File: src/rtl/pulse_queue.sv
// pulse_queue: counts single-cycle event pulses and hands them out one at a time over a 4-phase REQ/ACK handshake.
// Optional drop counter output is enabled by defining PULSE_QUEUE_DROP_CNT_EN.
module pulse_queue #(
    parameter int CNT_WIDTH = 4
) (
    input  logic                 clk,
    input  logic                 rst,
    input  logic                 pulse_in,
    input  logic                 ack,
    input  logic                 ovf_clr,
    output logic                 req,
    output logic [CNT_WIDTH-1:0] pend,
    output logic                 empty,
    output logic                 full,
    output logic                 ovf
`ifdef PULSE_QUEUE_DROP_CNT_EN
    ,
    output logic [7:0]           drop_cnt
`endif
);
    typedef enum logic [1:0] {IDLE, REQ_HI, REQ_LO} state_t;
    state_t state, state_nx;
    logic dec, drop;
    logic [CNT_WIDTH-1:0] pend_nx;
    assign empty = pend == '0;
    assign full  = &pend;
    always_comb begin
        state_nx = (state == IDLE   && !empty) ? REQ_HI :
                   (state == REQ_HI &&  ack)   ? REQ_LO :
                   (state == REQ_LO && !ack)   ? IDLE   : state;
        dec      = state == REQ_HI && ack;
        // a pulse coinciding with a decrement cancels out, even when full
        drop     = pulse_in && full && !dec;
        pend_nx  = (pulse_in && !dec && !full) ? pend + 1'b1 :
                   (dec && !pulse_in)          ? pend - 1'b1 : pend;
    end
    always_ff @(posedge clk) begin
        if (rst) begin
            state <= IDLE;
            req   <= 1'b0;
            pend  <= '0;
            ovf   <= 1'b0;
        end else begin
            state <= state_nx;
            req   <= state_nx == REQ_HI;
            pend  <= pend_nx;
            ovf   <= drop | (ovf & ~ovf_clr);
        end
    end
`ifdef PULSE_QUEUE_DROP_CNT_EN
    always_ff @(posedge clk) begin
        if (rst)
            drop_cnt <= 8'd0;
        else if (drop)
            drop_cnt <= drop_cnt + {7'd0, drop_cnt != 8'hFF};
        else if (ovf_clr)
            drop_cnt <= 8'd0;
    end
`endif
endmodule
File: config.mk
export PLATFORM = sky130hd
export DESIGN_NAME = pulse_queue
export DESIGN_NICKNAME = d
export VERILOG_FILES = /design/src/rtl/pulse_queue.sv
export SDC_FILE = /design/constraint.sdc
export NUM_CORES = 1
export LEC_CHECK = 0
export BUFFER_PORTS_ARGS = -buffer_cell sky130_fd_sc_hd__buf_4
export CORE_UTILIZATION = 30
export CTS_CLUSTER_SIZE = 12
export DETAILED_ROUTE_END_ITERATION = 8
export PLACE_DENSITY = 0.5
export SLEW_MARGIN = 20
export SYNTH_ARGS = -nofsm -noshare
export SYNTH_HDL_FRONTEND = slang
export SYNTH_SLANG_ARGS = --single-unit
File: constraint.sdc
create_clock -name clk -period 2.3 [get_ports clk]
set_input_delay 0.115 -clock clk [delete_from_list [all_inputs] [get_ports clk]]
set_output_delay 0.115 -clock clk [all_outputs]
set_load 0.02 [all_outputs]
# After elaboration in Yosys (flattened, before gate mapping)
# Index checks and enable logic that the tools add are counted.
# totals
mem_bits_ro	0
latch_bits	0
inputBits	5
elab_cells	34
output_inout_bits	8
ram_bits	0
reg_bits	8
n_memories	0
# op_classes
magnitude_cmp	0
n_shift	0
div_mod_pow	0
eq_ne	3
add_sub_neg	2
mux	5
n_bitwise	3
mul	0
reduce_logical	17
# ops
cell	count
$logic_and 1x1->1	8
$mux 4	2
$mux 2	3
$logic_not 1->1	5
$add 4x1->4 const B	1
$eq 2x1->1 const B	2
$logic_not 4->1	1
$reduce_and 4->1	1
$sub 4x1->4 const B	1
$eq 2x2->1 const B	1
$logic_not 2->1	1
$reduce_bool 2->1	1
$and 1x1->1	1
$not 1->1	1
$or 1x1->1	1

# Longest topological paths before layout
# Gate-level depths: netlist of run 1.
# depth
ltp_word	6
depth_mapped	9
mapped_depth_nobuf	8

# Worst setup path before layout of run 1
# Ideal clock, no wire load.
# synth_path
path_kind	reg-to-reg
start	reg pend[0]
end	reg pend[3]
n_path_buf	1
synth_period_minus_slack_ns	2.086
path_stages_with_launch	10
required_time_ns	2.178
arrival_time_ns	1.964
path_slack_ns	0.214
setup_ns	0.122
cell_sequence	dfxtp_1 -> nand4_1 -> and3_4 -> buf_6 -> inv_2 -> ha_1 -> a21oi_1 -> nand2_1 -> nor3b_2 -> a311o_1
# synth_between
elab_chain_cells	4
word_cells_on_any_way	8
classes_between	2 x add/sub; 2 x mux; 4 x reduce/logical
# synth_rtl
element	line_no	rtl
start: declaration	12	output logic [CNT_WIDTH-1:0] pend,
start signal: assignment	46	pend <= pend_nx;
branches (longest 4 deep; another with $sub 4x1->4)	-	
# Several ways; the timed one is not identified. The select of a mux whose other input is x is not followed.
# A chain may end at the register's enable or synchronous reset.

# Final worst setup path of run 1
# layout_path
start	reg state[1]
end	reg pend[3]
# layout_between
elab_chain_cells	6
word_cells_on_any_way	8
classes_between	1 x eq/ne; 1 x mux; 6 x reduce/logical
# layout_rtl
element	line_no	rtl
start: declaration	22	state_t state, state_nx;
start signal: assignment	44	state <= state_nx;
$eq 2x1->1 (*)	31	dec = state == REQ_HI && ack;
$logic_and 1x1->1 (*)	31	
$logic_not 1->1	34	pend_nx = (pulse_in && !dec && !full) ? pend + 1'b1 :
$logic_and 1x1->1 (2 in series)	34	
$mux 4 / $reduce_bool 2->1 (equally long branches)	-	
# Mark *: on every way between the ends. The rest lies on a longest branch, timed or not.

==> metrics.yaml, run 1 <==
run_status:
  status: "complete, no violations"
worst_hold_path:
  hold_class: "in -> reg"
place:
  portBuffers: 12
  pre_cts_slack_ns: 0.2977
  gp_congestion: 0.7490
  dpl.hpwl_um: 736.2
  dp.cells: 80
critical_path:
  cp_data_arrival_time_ns: 2.20
  cp_max_fo: 7
  path_class: "reg -> reg"
  worstSetupStartpointType: "flop"
  worst_ep_required_time_ns: 2.44
  worstSetupEndpointType: "flop"
cts:
  clk_path_buf_depth: 2
  cts_setup_buffers: 0
  clkTransAtPathRegs_ns: 0.06
  cts_resized: 0
  clock_latency_ns: 0.25
  h-tree-depth: 1
  cts_root_buf: "clkbuf_4"
  hold_buffers: 0
  clock-sinks: 8
  cts_made_buffers: 3
  cts_tree: "built"
timing:
  tightest_slew_ns: 0.4407
  period_share: 0.8926
  max_slew_margin: 0.7035
  fin_skew_ns: 0.002359
  max_freq_mhz: 487.1
  finalWorstSetupSlack_ns: 0.2470
  slew_violations: 0
  setup_violations: 0
  fin_setup_tns_ns: 0
  rsz0062_at_grt: "no"
  final.min_clock_period_ns: 2.053
  final-hold-violation-count: 0
global_route:
  grt_overflow: 0
  grt_max_degree: 11
  track_usage: 0.1363
  grt_pass1_wl_um: 1766
  antenna_found_initial: 0
  grt_pass1_vias: 409
floorplan:
  die_height_um: 41.92
  die_x_um: 41.92
  rows: 14
  start_util: 0.3210
  die_area_mm2: 0.001757
  io_pins: 13
  core_area_mm2: 0.001489
synthesis:
  yosysUniqueCellTypes: 29
  avgSynthCellArea_um2: 9.192
  synth-xor-area-share: 0.01832
  synth_nets: 60
  synth_compound_area_frac: 0.1571
  synth-seq-cells: 8
  synth_area_um2: 478.0
  ys_warn_count: 0
  syn_inst: 52
  synthSimpleGateAreaFrac: 0.3089
  seq_area_frac_synth: 0.3351
  synthMuxAreaShare: 0.02094
  synth_adder_area_share: 0.09424
  synth_top_family_by_area: "simple AND/OR/NAND/NOR gates"
power:
  totalPowerFinal_w: 0.0006548
  p_sw_w: 0.0002613
  ir_drop_v: 0.0003886
  p_int_w: 0.0003934
  p_leak_nw: 0.2723
  power_frac_comb: 0.497
  seq_power_share: 0.335
  switching_share: 0.3991
  p_clk_frac: 0.168
  powerDensity_mw_per_mm2: 1075
drt:
  vias: 429
  firstDrtPassIters: 2
  drtIter0Drc: 10
  drc: 0
  antenna_left: 0
  wirelength_um: 997
  viasPerCell: 5.169
  wl_per_cell_um: 12.01
final_layout:
  syn_to_final_growth_pct: 27.49
  nets: 77
  antennaDiodeCount: 0
  drive_gt1_frac: 0.3284
  num-fill-cells: 155
  final_util: 0.4092
  fin_cells: 83
run:
  drv_cap: 0
worst max-delay path, stage by stage (launching register included):
cell,delay (ns)
dfxtp_1,0.39
nand3b_1,0.15
and3_4,0.24
inv_2,0.07
ha_1,0.31
a21oi_1,0.22
nand2_1,0.12
nor3b_2,0.16
a311o_1,0.26
flip-flops by register name (all words and copies together), names as in the netlist:
register  flops
state         2
req           1
pend          4
ovf           1
cell families after synthesis:
group / count (synthesis)
compound gates: 12
xor+xnor: 1
fa+ha+maj: 3
buf+inv: 6
flops: 8
mux: 1
simple gates: 21
power groups by stage:
stage | Sequential [W] | Clock [W] | Combinational, W
after CTS | 0.000220 | 0.000117 | 0.000328
after global routing | 0.000229 | 0.000124 | 0.000358
after floorplan | 0.000260 | 0 | 0.000175
after detailed placement | 0.000223 | 0 | 0.000327
after global placement | 0.000221 | 0 | 0.000324
final | 0.000220 | 0.000110 | 0.000325
metrics by stage:
step | hold slack (ns) | instance area (um^2)
final | 0.1041 | 609.3
after CTS | 0.09382 | 609.3
after global placement | 0.3737 | 586.8
after floorplan | 0.2319 | 478.0
after global routing | 0.1076 | 609.3
after detailed placement | 0.3700 | 586.8
layer usage:
metal | routed length [um] | vias to the layer above | share of wire | GRT usage
li1 | - | 222 | - | -
met1 | 485 | 194 | 0.49 | 0.1662
met2 | 425 | 11 | 0.43 | 0.1938
met3 | 72 | 2 | 0.072 | 0.07826
met4 | 13 | 0 | 0.013 | 0.05806
met5 | 0 | - | 0 | 0
worst paths after layout:
kind / startpoint / endpoint / slack (ns) / cells after the start
setup reg to reg: state[1]$_SDFF_PP0_ / pend[3]$_SDFFE_PP0P_ / 0.25 / 8
setup / recovery: state[1]$_SDFF_PP0_ / pend[3]$_SDFFE_PP0P_ / 0.25 / 8
hold / removal: rst / pend[2]$_SDFFE_PP0P_ / 0.10 / 2
hold reg to reg: ovf$_SDFF_PP0_ / ovf$_SDFF_PP0_ / 0.49 / 2
Yosys cell counts:
master,instances,area share
and2b_1,1,0.016
ha_1,2,0.052
and4bb_4,1,0.034
nand4_1,2,0.026
mux2i_1,1,0.021
nor2_1,3,0.024
nand2_1,2,0.016
nand3_1,1,0.010
buf_6,1,0.024
o21ai_0,3,0.031
inv_1,3,0.024
xor2_1,1,0.018
dfxtp_1,8,0.34
fa_1,1,0.042
and3_4,1,0.024
nor3b_2,2,0.052
nor3_1,1,0.010
clkbuf_2,1,0.010
inv_2,1,0.0078
a2111oi_0,1,0.018
or3_1,1,0.013
o21ai_1,1,0.010
a311o_1,1,0.021
a32oi_1,1,0.018
nand3b_1,2,0.031
o31ai_1,1,0.016
nor4_1,1,0.013
nand2b_1,3,0.039
a21oi_1,4,0.042
layout by cell type (no fill, tap or decap):
master	netlist	routed
or3_1	1	1
clkbuf_4	0	3
and3_4	1	1
dfxtp_1	8	8
a21oi_1	4	4
nor3_1	1	1
nand2_1	2	2
nand2b_1	3	3
buf_4	0	14
mux2i_1	1	1
o21ai_1	1	1
nand4_1	2	2
and4bb_4	1	1
inv_1	3	3
nand3b_1	2	2
inv_2	1	1
fa_1	1	1
xor2_1	1	1
o21ai_0	3	3
a32oi_1	1	1
o31ai_1	1	1
nor4_1	1	1
a311o_1	1	1
and2b_1	1	1
nand3_1	1	1
nor2_1	3	3
a2111oi_0	1	1
nor3b_2	2	2
ha_1	2	2
layout make-up:
| class | count | area (um^2) | share of cell area |
|---|---|---|---|
| multi-input cells | 38 | 286.5 | 0.4702 |
| clock buffers | 3 | 22.52 | 0.03696 |
| well taps | 16 | 20.02 | 0.03285 |
| flip-flops and latches | 8 | 160.2 | 0.2628 |
| repair buffers | 14 | 105.1 | 0.1725 |
| inverters | 4 | 15.01 | 0.02464 |
Note: power is estimated with default switching activity, not from simulation.
==> run 2: changes to the inputs <==
--- a/config.mk
+++ b/config.mk
@@ -7,7 +7,8 @@
 export LEC_CHECK = 0
 export BUFFER_PORTS_ARGS = -buffer_cell sky130_fd_sc_hd__buf_4
 export CORE_UTILIZATION = 30
-export CTS_CLUSTER_SIZE = 12
+export CTS_BUF_LIST = sky130_fd_sc_hd__clkbuf_16
+export CTS_CLUSTER_SIZE = 14
 export DETAILED_ROUTE_END_ITERATION = 8
 export PLACE_DENSITY = 0.5
 export SLEW_MARGIN = 20
==> metrics.yaml, run 2 (synthesized netlist as in run 1, its figures left out) <==
cts:
  cts_setup_buffers: 0  # unchanged
  clock_latency_ns: 0.23  # -0.02 ns
  cts_resized: 0  # unchanged
  clock-sinks: 8  # unchanged
  clk_path_buf_depth: 2  # unchanged
  cts_made_buffers: 3  # unchanged
  cts_root_buf: "clkbuf_16"
  h-tree-depth: 1  # unchanged
  clkTransAtPathRegs_ns: 0.04  # -0.02 ns
  cts_tree: "built"
  hold_buffers: 0  # unchanged
final_layout:
  layout_common_cells: "buf_4, dfxtp_1, a21oi_1"
  syn_to_final_growth_pct: 38.48
  antennaDiodeCount: 0  # unchanged
  multi_input_area_um2: 286.5  # unchanged
  final_common_cell: "buf_4"
  num-fill-cells: 148  # -4.5%
  finalInstanceArea_um2: 661.9  # +8.6%
  largest_reg_flops: 4  # unchanged
  largest-register: "pend"
  nets: 77  # unchanged
  seq_area_um2: 160.2  # unchanged
  drive_gt1_frac: 0.3284  # unchanged
  top_regs: "pend (4), state (2)"
critical_path:
  worst_ep_required_time_ns: 2.42  # -0.02 ns
  path_class: "reg -> reg"
  cpPeakStageDelay_ns: 0.38  # about the same
  critPathSlowestCell: "dfxtp_1"
  cp.depth: 8  # unchanged
  regToRegStartpoint: "state[1]$_SDFF_PP0_"
  critPathBufInv: 1  # unchanged
  cp_max_fo: 7  # unchanged
  reg2reg_depth: 8  # unchanged
  reg2reg_slack_ns: 0.24  # about the same
  worstPathCellList: "nand3b_1, and3_4, inv_2, ha_1, a21oi_1, nand2_1, nor3b_2, a311o_1"
  startpoint: "state[1]$_SDFF_PP0_"
  critPathTopFamily: "simple AND/OR/NAND/NOR gates"
  worstSetupEndpointType: "flop"
  worstSetupStartpointType: "flop"
  cp_data_arrival_time_ns: 2.18  # -0.02 ns
floorplan:
  core_area_mm2: 0.001489  # unchanged
  die_height_um: 41.92  # unchanged
  start_util: 0.3210  # unchanged
  io_pins: 13  # unchanged
  die_area_mm2: 0.001757  # unchanged
  rows: 14  # unchanged
  die_x_um: 41.92  # unchanged
power:
  p_leak_nw: 0.2955  # +8.5%
  powerDensity_mw_per_mm2: 1272  # +18%
  ir_drop_v: 0.0004229  # +8.8%
timing:
  fin_skew_ns: 0.002910  # +0.0005508 ns
  period_share: 0.8953  # +0.002697
  final.min_clock_period_ns: 2.059  # +0.006203 ns
  final-hold-violation-count: 0  # unchanged
  max_freq_mhz: 485.6  # -0.30%
  max_slew_margin: 0.7012  # -0.002253
  setup_violations: 0  # unchanged
  hold_slack_ns: 0.1316  # +0.02751 ns
  slew_violations: 0  # unchanged
  rsz0062_at_grt: "no"
  tightest_slew_ns: 0.4441  # +0.003349 ns
  fin_setup_tns_ns: 0  # unchanged
drt:
  wl_per_cell_um: 12.17  # +1.3%
  vias: 437  # +1.9%
  drc: 0  # unchanged
  viasPerCell: 5.265  # +1.9%
  drtIter0Drc: 9  # -1
  antenna_left: 0  # unchanged
  firstDrtPassIters: 4  # +2
  wirelength_um: 1010  # +1.3%
run:
  drv_cap: 0  # unchanged
worst_hold_path:
  hold_class: "in -> reg"
  hold_start: "rst"
  hold_depth: 2  # unchanged
global_route:
  grt_overflow: 0  # unchanged
  antenna_found_initial: 0  # unchanged
  met2_usage: 0.1875  # -0.006250
  busiest_layer: "met2"
  grt_use_met3: 0.06957  # -0.008696
  grt_pass1_wl_um: 1759  # -0.40%
  grt_pass1_vias: 402  # -1.7%
  grt_max_degree: 11  # unchanged
  grtUsageMet1: 0.1716  # +0.005362
  track_usage: 0.1318  # -0.004513
place:
  portBuffers: 12  # unchanged
  dpl.hpwl_um: 736.2  # unchanged
  gp_congestion: 0.7490  # unchanged
  placed_area_um2: 586.8  # unchanged
run_status:
  status: "complete, no violations"
-- run 2: cell counts in the layout (fill, tap and decap cells not counted) --
Identical to the previous run, type by type.
-- run 2: final timing paths --
kind,to
setup / recovery,pend[3]$_SDFFE_PP0P_
hold / removal,pend[2]$_SDFFE_PP0P_
setup reg to reg,pend[3]$_SDFFE_PP0P_
hold reg to reg,ovf$_SDFF_PP0_
-- run 2: area by class of cell --
type	count	share of cell area
clock buffer	3	0.1134
inverter	4	0.02268
multi-input combinational	38	0.4329
sequential	8	0.2420
tap	16	0.03025
timing repair buffer	14	0.1588
-- run 2: report_power, final --
| group | switching, W | internal [W] |
|---|---|---|
| sequential | 0.0000400 | 0.000180 |
| clock | 0.0000712 | 0.000225 |
| combinational | 0.000172 | 0.000154 |
| total | 0.000283 | 0.000559 |
-- run 2: metrics by stage --
stage / std cells / total power [W] / setup WS (ns) / utilization
3_3_place_gp: 80 / 0.0005455 / 0.3250 / 0.3941
6_report: 83 / 0.0008417 / 0.2408 / 0.4445
2_1_floorplan: 52 / 0.0004350 / 0.2136 / -
5_1_grt: 83 / 0.0008985 / 0.1178 / 0.4445
4_1_cts: 83 / 0.0008479 / 0.2773 / 0.4445
3_5_place_dp: 80 / 0.0005498 / 0.2977 / 0.3941
-- run 2: layer usage --
layer	part of all wire	wire length (um)
met1	0.50	500
met2	0.43	433
met4	0	0
met5	0	0
met3	0.075	76
==> run 3: changes to the inputs <==
--- a/config.mk
+++ b/config.mk
@@ -7,7 +7,7 @@
 export LEC_CHECK = 0
 export BUFFER_PORTS_ARGS = -buffer_cell sky130_fd_sc_hd__buf_4
 export CORE_UTILIZATION = 30
-export CTS_BUF_LIST = sky130_fd_sc_hd__clkbuf_16
+export CTS_BUF_LIST = sky130_fd_sc_hd__clkbuf_8
 export CTS_CLUSTER_SIZE = 14
 export DETAILED_ROUTE_END_ITERATION = 8
 export PLACE_DENSITY = 0.5
==> metrics.yaml, run 3 (synthesized netlist as in run 1, its figures left out) <==
critical_path:
  cp_max_fo: 7  # unchanged
  r2r_end: "pend[3]$_SDFFE_PP0P_"
  reg2reg_slack_ns: 0.25  # about the same
  path_class: "reg -> reg"
  reg2reg_depth: 8  # unchanged
  cp_data_arrival_time_ns: 2.16  # -0.02 ns
  worstSetupStartpointType: "flop"
  regToRegStartpoint: "state[1]$_SDFF_PP0_"
  worstSetupEndpointType: "flop"
  worst_ep_required_time_ns: 2.41  # about the same
drt:
  viasPerCell: 5.084  # -3.4%
  wirelength_um: 986  # -2.4%
  firstDrtPassIters: 2  # -2
  drc: 0  # unchanged
  vias: 422  # -3.4%
  wl_per_cell_um: 11.88  # -2.4%
  antenna_left: 0  # unchanged
  drtIter0Drc: 7  # -2
timing:
  max_freq_mhz: 489.0  # +0.69%
  setup_violations: 0  # unchanged
  max_slew_margin: 0.7029  # +0.001645
  rsz0062_at_grt: "no"
  final.min_clock_period_ns: 2.045  # -0.01404 ns
  fin_setup_tns_ns: 0  # unchanged
  slew_violations: 0  # unchanged
  tightest_slew_ns: 0.4416  # -0.002445 ns
  final-hold-violation-count: 0  # unchanged
  fin_skew_ns: 0.002299  # -0.0006115 ns
  period_share: 0.8892  # -0.006104
run:
  drv_cap: 0  # unchanged
place:
  portBuffers: 12  # unchanged
  dp.cells: 80  # unchanged
  dpl.hpwl_um: 736.2  # unchanged
  gp_congestion: 0.7490  # unchanged
floorplan:
  io_pins: 13  # unchanged
  start_util: 0.3210  # unchanged
  rows: 14  # unchanged
  core_area_mm2: 0.001489  # unchanged
  die_area_mm2: 0.001757  # unchanged
  die_x_um: 41.92  # unchanged
  die_height_um: 41.92  # unchanged
global_route:
  track_usage: 0.1300  # -0.001805
  grt_max_degree: 11  # unchanged
  grt_overflow: 0  # unchanged
  grt_pass1_vias: 403  # +0.25%
  grt_pass1_wl_um: 1738  # -1.2%
  antenna_found_initial: 0  # unchanged
final_layout:
  largest_reg_flops: 4  # unchanged
  antennaDiodeCount: 0  # unchanged
  largest-register: "pend"
  top_regs: "pend (4), state (2)"
  syn_to_final_growth_pct: 31.41
  nets: 77  # unchanged
  layout_common_cells: "buf_4, dfxtp_1, a21oi_1"
  drive_gt1_frac: 0.3284  # unchanged
  final_common_cell: "buf_4"
  fin_cells: 83  # unchanged
cts:
  cts_tree: "built"
  clock_latency_ns: 0.23  # about the same
  clkTransAtPathRegs_ns: 0.04  # about the same
  clock-sinks: 8  # unchanged
  cts_made_buffers: 3  # unchanged
  h-tree-depth: 1  # unchanged
  cts_root_buf: "clkbuf_8"
  hold_buffers: 0  # unchanged
  cts_setup_buffers: 0  # unchanged
  cts_resized: 0  # unchanged
  clk_path_buf_depth: 2  # unchanged
worst_hold_path:
  min_delay_worst_endpoint: "pend[2]$_SDFFE_PP0P_"
  hold_depth: 2  # unchanged
  hold_class: "in -> reg"
  hold_start: "rst"
power:
  ir_drop_v: 0.0003778  # -11%
  powerDensity_mw_per_mm2: 1138  # -11%
  p_leak_nw: 0.2801  # -5.2%
run_status:
  status: "complete, no violations"
[run 3: power breakdown]
part | internal, W | switching, W | total, W | leakage, nW
registers | 0.000180 | 0.0000392 | 0.000219 | 0.0659
logic | 0.000154 | 0.000171 | 0.000325 | 0.193
clock network | 0.000114 | 0.0000567 | 0.000170 | 0.0216
[run 3: through the flow]
step	total power [W]	cell area [um^2]	utilization	hold slack [ns]	setup WS (ns)
2_1_floorplan	0.0004350	478.0	-	0.2319	0.2136
3_3_place_gp	0.0005455	586.8	0.3941	0.3737	0.3250
3_5_place_dp	0.0005498	586.8	0.3941	0.3700	0.2977
4_1_cts	0.0007257	628.1	0.4218	0.1274	0.2765
5_1_grt	0.0007731	628.1	0.4218	0.1446	0.1169
6_report	0.0007147	628.1	0.4218	0.1354	0.2548
[run 3: area by class of cell]
| type | instances | area, um^2 |
|---|---|---|
| sequential | 8 | 160.2 |
| timing repair buffer | 14 | 105.1 |
| clock buffer | 3 | 41.29 |
| fill | 150 | 860.8 |
| inverter | 4 | 15.01 |
| tap | 16 | 20.02 |
| multi-input combinational | 38 | 286.5 |
[run 3: layer usage]
layer	up-vias	GRT usage	routed length, um
met5	-	0	0
met4	0	0.03871	0
met3	0	0.06957	61
met2	10	0.1875	432
met1	191	0.1662	492
li1	221	-	-
[run 3: critical path, cell delays in order (launching register included)]
cell and delay (ns):
dfxtp_1 0.38, nand3b_1 0.15, and3_4 0.24, inv_2 0.07, ha_1 0.31, a21oi_1 0.22, nand2_1 0.12, nor3b_2 0.16
a311o_1 0.26
[run 3: worst max path at each step]
stage / from / endpoint
final: state[1]$_SDFF_PP0_ / pend[3]$_SDFFE_PP0P_
after global routing: state[1]$_SDFF_PP0_ / pend[3]$_SDFFE_PP0P_
after CTS: state[1]$_SDFF_PP0_ / pend[3]$_SDFFE_PP0P_
after detailed placement: state[1]$_SDFF_PP0_ / pend[3]$_SDFFE_PP0P_
after global placement: state[1]$_SDFF_PP0_ / pend[3]$_SDFFE_PP0P_
after floorplan: pend[0]$_SDFFE_PP0P_ / pend[3]$_SDFFE_PP0P_
